### src/rtl/keypad_if.sv
// Keypad entry bundle: raw key lines and entry controls in, BCD digit and M:SS entry out.
interface keypad_if;
  logic [9:0] keypad;
  logic       clearn;
  logic       lock;
  logic [3:0] digit_out;
  logic       digit_valid;
  logic [3:0] minutes_bcd;
  logic [3:0] sec_tens_bcd;
  logic [3:0] sec_ones_bcd;
  logic       entry_nonzero;

  modport master (
    output keypad, clearn, lock,
    input  digit_out, digit_valid, minutes_bcd, sec_tens_bcd, sec_ones_bcd, entry_nonzero
  );

  modport slave (
    input  keypad, clearn, lock,
    output digit_out, digit_valid, minutes_bcd, sec_tens_bcd, sec_ones_bcd, entry_nonzero
  );
endinterface

### src/rtl/keypad_entry.sv
// Debounces a 10-line decimal keypad, encodes accepted presses to BCD and shifts them into M:SS.
// Optional macro KEYPAD_SYNC_EN inserts a 2-flop synchroniser ahead of the debounce FSM.
module keypad_entry #(
  parameter int unsigned DEBOUNCE_CYCLES = 1000,
  localparam int unsigned CNT_W = $clog2(DEBOUNCE_CYCLES + 1)
) (
  input logic     clk,
  input logic     reset,
  keypad_if.slave kif
);

  typedef enum logic [1:0] {StIdle, StPressWait, StHeld, StReleaseWait} state_e;

  localparam logic [CNT_W-1:0] CntDone = CNT_W'(DEBOUNCE_CYCLES);

  state_e           state_q, state_d;
  logic [CNT_W-1:0] cnt_q, cnt_d, cnt_inc;
  logic [9:0]       code_q, code_d;
  logic [9:0]       key_s;
  logic             key_zero, key_valid, accept;
  logic [3:0]       digit_out_q, min_q, tens_q, ones_q;
  logic             digit_valid_q;

`ifdef KEYPAD_SYNC_EN
  logic [9:0] sync1_q, sync2_q;

  always_ff @(posedge clk or posedge reset) begin
    if (reset) begin
      sync1_q <= '0;
      sync2_q <= '0;
    end else begin
      sync1_q <= kif.keypad;
      sync2_q <= sync1_q;
    end
  end

  assign key_s = sync2_q;
`else
  assign key_s = kif.keypad;
`endif

  function automatic logic [3:0] encode(logic [9:0] code);
    logic [3:0] d;
    d = '0;
    for (int k = 0; k < 10; k++) begin
      if (code[k]) d = 4'(k);
    end
    return d;
  endfunction

  assign key_zero  = (key_s == '0);
  // Exactly one line high: non-zero and clearing the lowest set bit leaves nothing.
  assign key_valid = !key_zero && ((key_s & (key_s - 10'd1)) == '0);
  assign cnt_inc   = cnt_q + CNT_W'(1);

  always_comb begin
    state_d = state_q;
    cnt_d   = cnt_q;
    code_d  = code_q;
    accept  = 1'b0;
    if (kif.lock) begin
      state_d = StReleaseWait;
      cnt_d   = '0;
    end else begin
      unique case (state_q)
        StIdle: begin
          if (key_valid) begin
            state_d = StPressWait;
            code_d  = key_s;
            cnt_d   = CNT_W'(1);
          end else if (!key_zero) begin
            state_d = StReleaseWait;
            cnt_d   = '0;
          end
        end
        StPressWait: begin
          if (key_s == code_q) begin
            if (cnt_inc == CntDone) begin
              state_d = StHeld;
              cnt_d   = '0;
              accept  = 1'b1;
            end else begin
              cnt_d = cnt_inc;
            end
          end else if (!key_zero && !key_valid) begin
            state_d = StReleaseWait;
            cnt_d   = '0;
          end else begin
            state_d = StIdle;
            cnt_d   = '0;
          end
        end
        StHeld: begin
          if (key_zero) begin
            state_d = StReleaseWait;
            cnt_d   = CNT_W'(1);
          end
        end
        StReleaseWait: begin
          if (!key_zero) begin
            cnt_d = '0;
          end else if (cnt_inc == CntDone) begin
            state_d = StIdle;
            cnt_d   = '0;
          end else begin
            cnt_d = cnt_inc;
          end
        end
        default: begin
          state_d = StIdle;
          cnt_d   = '0;
        end
      endcase
    end
  end

  always_ff @(posedge clk or posedge reset) begin
    if (reset) begin
      state_q <= StIdle;
      cnt_q   <= '0;
      code_q  <= '0;
    end else begin
      state_q <= state_d;
      cnt_q   <= cnt_d;
      code_q  <= code_d;
    end
  end

  // Clear beats a simultaneous accept: the pulse is swallowed but the FSM still reaches HELD.
  always_ff @(posedge clk or posedge reset) begin
    if (reset) begin
      digit_out_q   <= '0;
      digit_valid_q <= 1'b0;
      min_q         <= '0;
      tens_q        <= '0;
      ones_q        <= '0;
    end else begin
      digit_valid_q <= accept && kif.clearn;
      if (accept) digit_out_q <= encode(code_q);
      if (!kif.clearn) begin
        min_q  <= '0;
        tens_q <= '0;
        ones_q <= '0;
      end else if (accept) begin
        min_q  <= tens_q;
        tens_q <= ones_q;
        ones_q <= encode(code_q);
      end
    end
  end

  assign kif.digit_out     = digit_out_q;
  assign kif.digit_valid   = digit_valid_q;
  assign kif.minutes_bcd   = min_q;
  assign kif.sec_tens_bcd  = tens_q;
  assign kif.sec_ones_bcd  = ones_q;
  assign kif.entry_nonzero = |{min_q, tens_q, ones_q};

endmodule
### src/flat_wrapper.sv
// flat-port wrapper written by rule: the top's interface ports become plain ports
module keypad_entry_flat 
#(
  parameter int unsigned DEBOUNCE_CYCLES = 1000,
  localparam int unsigned CNT_W = $clog2(DEBOUNCE_CYCLES + 1)
)
  (clk, reset, kif_keypad, kif_clearn, kif_lock, kif_digit_out, kif_digit_valid, kif_minutes_bcd, kif_sec_tens_bcd, kif_sec_ones_bcd, kif_entry_nonzero);
  keypad_if kif_i ();
  input logic clk;
  input logic reset;
  input wire logic [$bits(kif_i.keypad)-1:0] kif_keypad;
  input wire logic [$bits(kif_i.clearn)-1:0] kif_clearn;
  input wire logic [$bits(kif_i.lock)-1:0] kif_lock;
  output wire logic [$bits(kif_i.digit_out)-1:0] kif_digit_out;
  output wire logic [$bits(kif_i.digit_valid)-1:0] kif_digit_valid;
  output wire logic [$bits(kif_i.minutes_bcd)-1:0] kif_minutes_bcd;
  output wire logic [$bits(kif_i.sec_tens_bcd)-1:0] kif_sec_tens_bcd;
  output wire logic [$bits(kif_i.sec_ones_bcd)-1:0] kif_sec_ones_bcd;
  output wire logic [$bits(kif_i.entry_nonzero)-1:0] kif_entry_nonzero;
  assign kif_i.keypad = kif_keypad;
  assign kif_i.clearn = kif_clearn;
  assign kif_i.lock = kif_lock;
  assign kif_digit_out = kif_i.digit_out;
  assign kif_digit_valid = kif_i.digit_valid;
  assign kif_minutes_bcd = kif_i.minutes_bcd;
  assign kif_sec_tens_bcd = kif_i.sec_tens_bcd;
  assign kif_sec_ones_bcd = kif_i.sec_ones_bcd;
  assign kif_entry_nonzero = kif_i.entry_nonzero;
  keypad_entry #(.DEBOUNCE_CYCLES(DEBOUNCE_CYCLES)) u_core (.clk(clk), .reset(reset), .kif(kif_i));
endmodule
### config.mk
export PLATFORM = sky130hd
export DESIGN_NAME = keypad_entry_flat
export DESIGN_NICKNAME = d
export VERILOG_FILES = /design/src/rtl/keypad_if.sv /design/src/rtl/keypad_entry.sv /design/src/flat_wrapper.sv
export SDC_FILE = /design/constraint.sdc
export NUM_CORES = 1
export LEC_CHECK = 0
export CORE_UTILIZATION = 58
export CTS_BUF_LIST = sky130_fd_sc_hd__clkbuf_2
export DETAILED_ROUTE_END_ITERATION = 16
export HOLD_SLACK_MARGIN = 0.08
export PLACE_DENSITY = 0.95
export SYNTH_ARGS = -nofsm -noshare
export SYNTH_HDL_FRONTEND = slang
export SYNTH_SLANG_ARGS = --single-unit
export TNS_END_PERCENT = 30
### constraint.sdc
create_clock -name clk -period 5.8 [get_ports clk]
set_clock_uncertainty 0.2 [all_clocks]
set_input_delay 1.16 -clock clk [delete_from_list [all_inputs] [get_ports clk]]
set_output_delay 1.16 -clock clk [all_outputs]
set_load 0.05 [all_outputs]
==> summary.md <==
| Metric | Value |
|---|---|
| Int Pwr | `about 0.00032 W` |
| R2r endpoint | `u_core.cnt_q[8]` |
| Chip width | `approximately 63 um` |
| Filler cells | `around 230` |
| Commonest non-fill, non-tap cell in the layout | `dfrtp_1` |
| Slew @ Worst Pin | `1.18 ns` |
| Post-Syn Area per Cell | `10.1 um2` |
| H-Tree Level Count | `2` |
| CTS hold repair buffers | `0` |
| Total gr overflow | `0` |
| Post-synthesis sequential area ratio | `0.453` |
| Clk Latency, worst-skew pair | `0.42 ns` |
| Worst path top cell family by delay | `simple AND/OR/NAND/NOR gates` |
| Final min period | `4.10 ns` |
| Yosys warns | `0` |
| Min-Delay Path Class | `register to register` |
| Routed Antenna Nets | `0` |
| Final nets | `262` |
| Post-Route WL | `4390 um` |
| Pin count of the biggest net entering global routing | `40` |
| Layout cell share with drive strength beyond 1 | `0.121` |
| EDFF count, synth | `0` |
| Setup crit end kind | `register` |
| IO Port Bufs | `31` |
| Reg power frac | `0.634` |
| Design Area, Final | `2550 um2` |
| CP Buf/Inv Count | `1` |
| Combinational share of power | `0.067` |
| Row cnt | `21` |
| FF-to-FF Start | `u_core.cnt_q[3]` |
| Sw frac | `0.266` |
| Slew Viols, Final | `0` |
| Initial antenna violation count | `0` |
| CTS tree | `yes` |
| Hold Path Cell Cnt | `1` |
| Setup slack at placement | `approximately 1.3 ns` |
| Dpl hpwl | `3180 um` |
| Leak pwr | `around 1.1 nW` |
| Synth cell types | `52` |
| Hold Violations, Final | `0` |
| Final setup vio count | `0` |
| CTS resizes | `0` |
| Cells on worst reg2reg path | `6` |
| WP data required | `5.97 ns` |
| Initial Utilization | `0.625` |
| Slew headroom | `0.214` |
| Crit path depth | `7` |
| Die area | `3960 um2` |
| Crit start category | `input port` |
| Num CTS Buffers | `5` |
| Clock transition at path regs | `0.20 ns` |
| Synth-to-Final Area Change | `18.7%` |
| Root buffer cell | `clkbuf_2` |
| Overall routing resource usage | `0.242` |
| Vias in the first global route | `1669` |
| Overall Power | `between 0.0004 and 0.0005 W` |
| FF-to-FF setup slack | `2.46 ns` |
| Power density over the cells | `168 nW/um2` |
| DR vias/cell | `5.97` |
| Post-synthesis cell count | `approximately 210` |
| Antenna Cells | `0` |
| Routed len/inst | `14.9 um` |
| RSZ-0062 raised after global routing | `no` |
| Total core area | `3440 um2` |
| Critical path's slowest cell | `nor4b_1` |
| CTS sink count | `39` |
| Arrival time worst endpoint | `4.27 ns` |
| Remaining DRCs | `0` |
| # Max-Cap Violations | `0` |
| Crit Path Max Fanout | `15` |
| Total number of vias | `approximately 1800` |
| Max stage delay on crit path | `0.78 ns` |
| Fmax | `roughly 0.24 GHz` |
| Clk pwr share | `0.299` |
| Yosys reg bits | `39` |
| Initial DRC Count | `~120` |
| Io pins | `32` |
| Run status | `completed` |
| Clock Path Buffers | `2` |
| WHS Endpoint | `u_core.cnt_q[9]` |
| Total negative slack | `0 ns` |
| Global-route wire length before repair | `7470 um` |
| Final Cycle Share | `0.707` |
| Placed inst area | `2510 um2` |
| Max VDD drop | `0.181 mV` |
| GP Congestion | `0.836` |
| Worst hold path startpoint | `u_core.cnt_q[9]` |
| Post-CTS setup repair buffer count | `0` |
| CP cell instances | `clkdlybuf4s50_1 > or4_1 > nor4b_1 > and2_1 > o221ai_1 > nor3_1 > a211o_1` |
| Commonest non-fill, non-tap cells in the layout | `dfrtp_1, clkdlybuf4s50_1, nor2_1` |
| DRT Pass-1 Iters | `5` |
| Die height | `between 60 and 70 um` |
| Synth Cell Area | `approximately 2200 um2` |
| Switching power total | `0.000115 W` |
| Post-synth ARST share | `1.00` |
| Crit Path Category | `input port to register` |
| Setup slack after layout | `~1.7 ns` |
| Synthesized net count | `229` |
| Post-synth top flop | `dfrtp_1` |
cell type report:
type / instances / area, um2 / share of cell area
Inverter: 9 / 33.8 / 0.0132
Tap cell: 46 / 57.6 / 0.0225
Timing Repair Buffer: 33 / 325 / 0.127
Sequential cell: 39 / 976 / 0.382
Multi-Input combinational cell: 159 / 1110 / 0.436
Clock inverter: 3 / 23.8 / 0.00930
Clock buffer: 5 / 25.0 / 0.00979
through the flow:
stage	instances	utilization	hold slack [ns]
3_5_place_dp	286	0.728	0.290
4_1_cts	294	0.742	0.332
5_1_grt	294	0.742	0.360
6_report	294	0.742	0.334
3_3_place_gp	286	0.728	0.277
2_1_floorplan	214	-	0.264
synthesized netlist by cell type (all sizes together), types with 4 or more instances:
cell type	count	area (um2)
nor2	24	90.1
a211o	6	52.6
a21oi	9	45.0
dfrtp	39	976
nor4	6	37.5
buf	4	22.5
xor2	10	87.6
mux2	11	124
mux2i	10	100
nor3	10	66.3
nand3	4	25.0
nand2	14	52.6
inv	8	30.0
or3	4	26.3
power by group through the flow:
stage          sequential (W)  combinational [W]  clock [W]
5_1_grt              0.000273          0.0000323   0.000145
3_5_place_dp         0.000277          0.0000289          0
4_1_cts              0.000273          0.0000292   0.000131
3_3_place_gp         0.000277          0.0000281          0
2_1_floorplan        0.000277          0.0000122          0
6_report             0.000273          0.0000289   0.000129
routing by layer:
metal / GRT usage / part of all wire / up-vias
met4: 0.0959 / 0.018 / 0
met1: 0.304 / 0.45 / 852
li1: - / - / 851
met5: 0 / 0 / -
met2: 0.394 / 0.49 / 40
met3: 0.0657 / 0.035 / 11
registers in the layout (all words and copies together), names as in the netlist:
signal and count:
u_core.kif.minutes_bcd 4, u_core.kif.sec_ones_bcd 4, u_core.kif.sec_tens_bcd 4, u_core.code_q 10, u_core.state_q 2, u_core.kif.digit_valid 1, u_core.cnt_q 10, u_core.kif.digit_out 4
worst max path at each step:
stage / slack, ns / endpoint / startpoint
finish: 1.70 / u_core.cnt_q[8] / kif_keypad[0]
global route: 1.49 / u_core.cnt_q[4] / kif_keypad[0]
CTS: 1.72 / u_core.cnt_q[8] / kif_keypad[0]
detailed placement: 1.27 / u_core.cnt_q[8] / kif_keypad[0]
global placement: 1.49 / u_core.code_q[1] / kif_keypad[0]
floorplan: 2.13 / u_core.code_q[0] / kif_keypad[0]
logic make-up (layout without fill, tap and decap cells):
kind of cell,after synthesis,after routing,share of synthesized area
compound gates,40,40,0.134
xor+xnor,11,11,0.0448
fa+ha+maj,4,4,0.0198
buf+inv,16,50,0.0320
flops,39,39,0.453
mux,21,21,0.104
simple gates,83,83,0.212
Note: power is estimated with default switching activity, not from simulation.
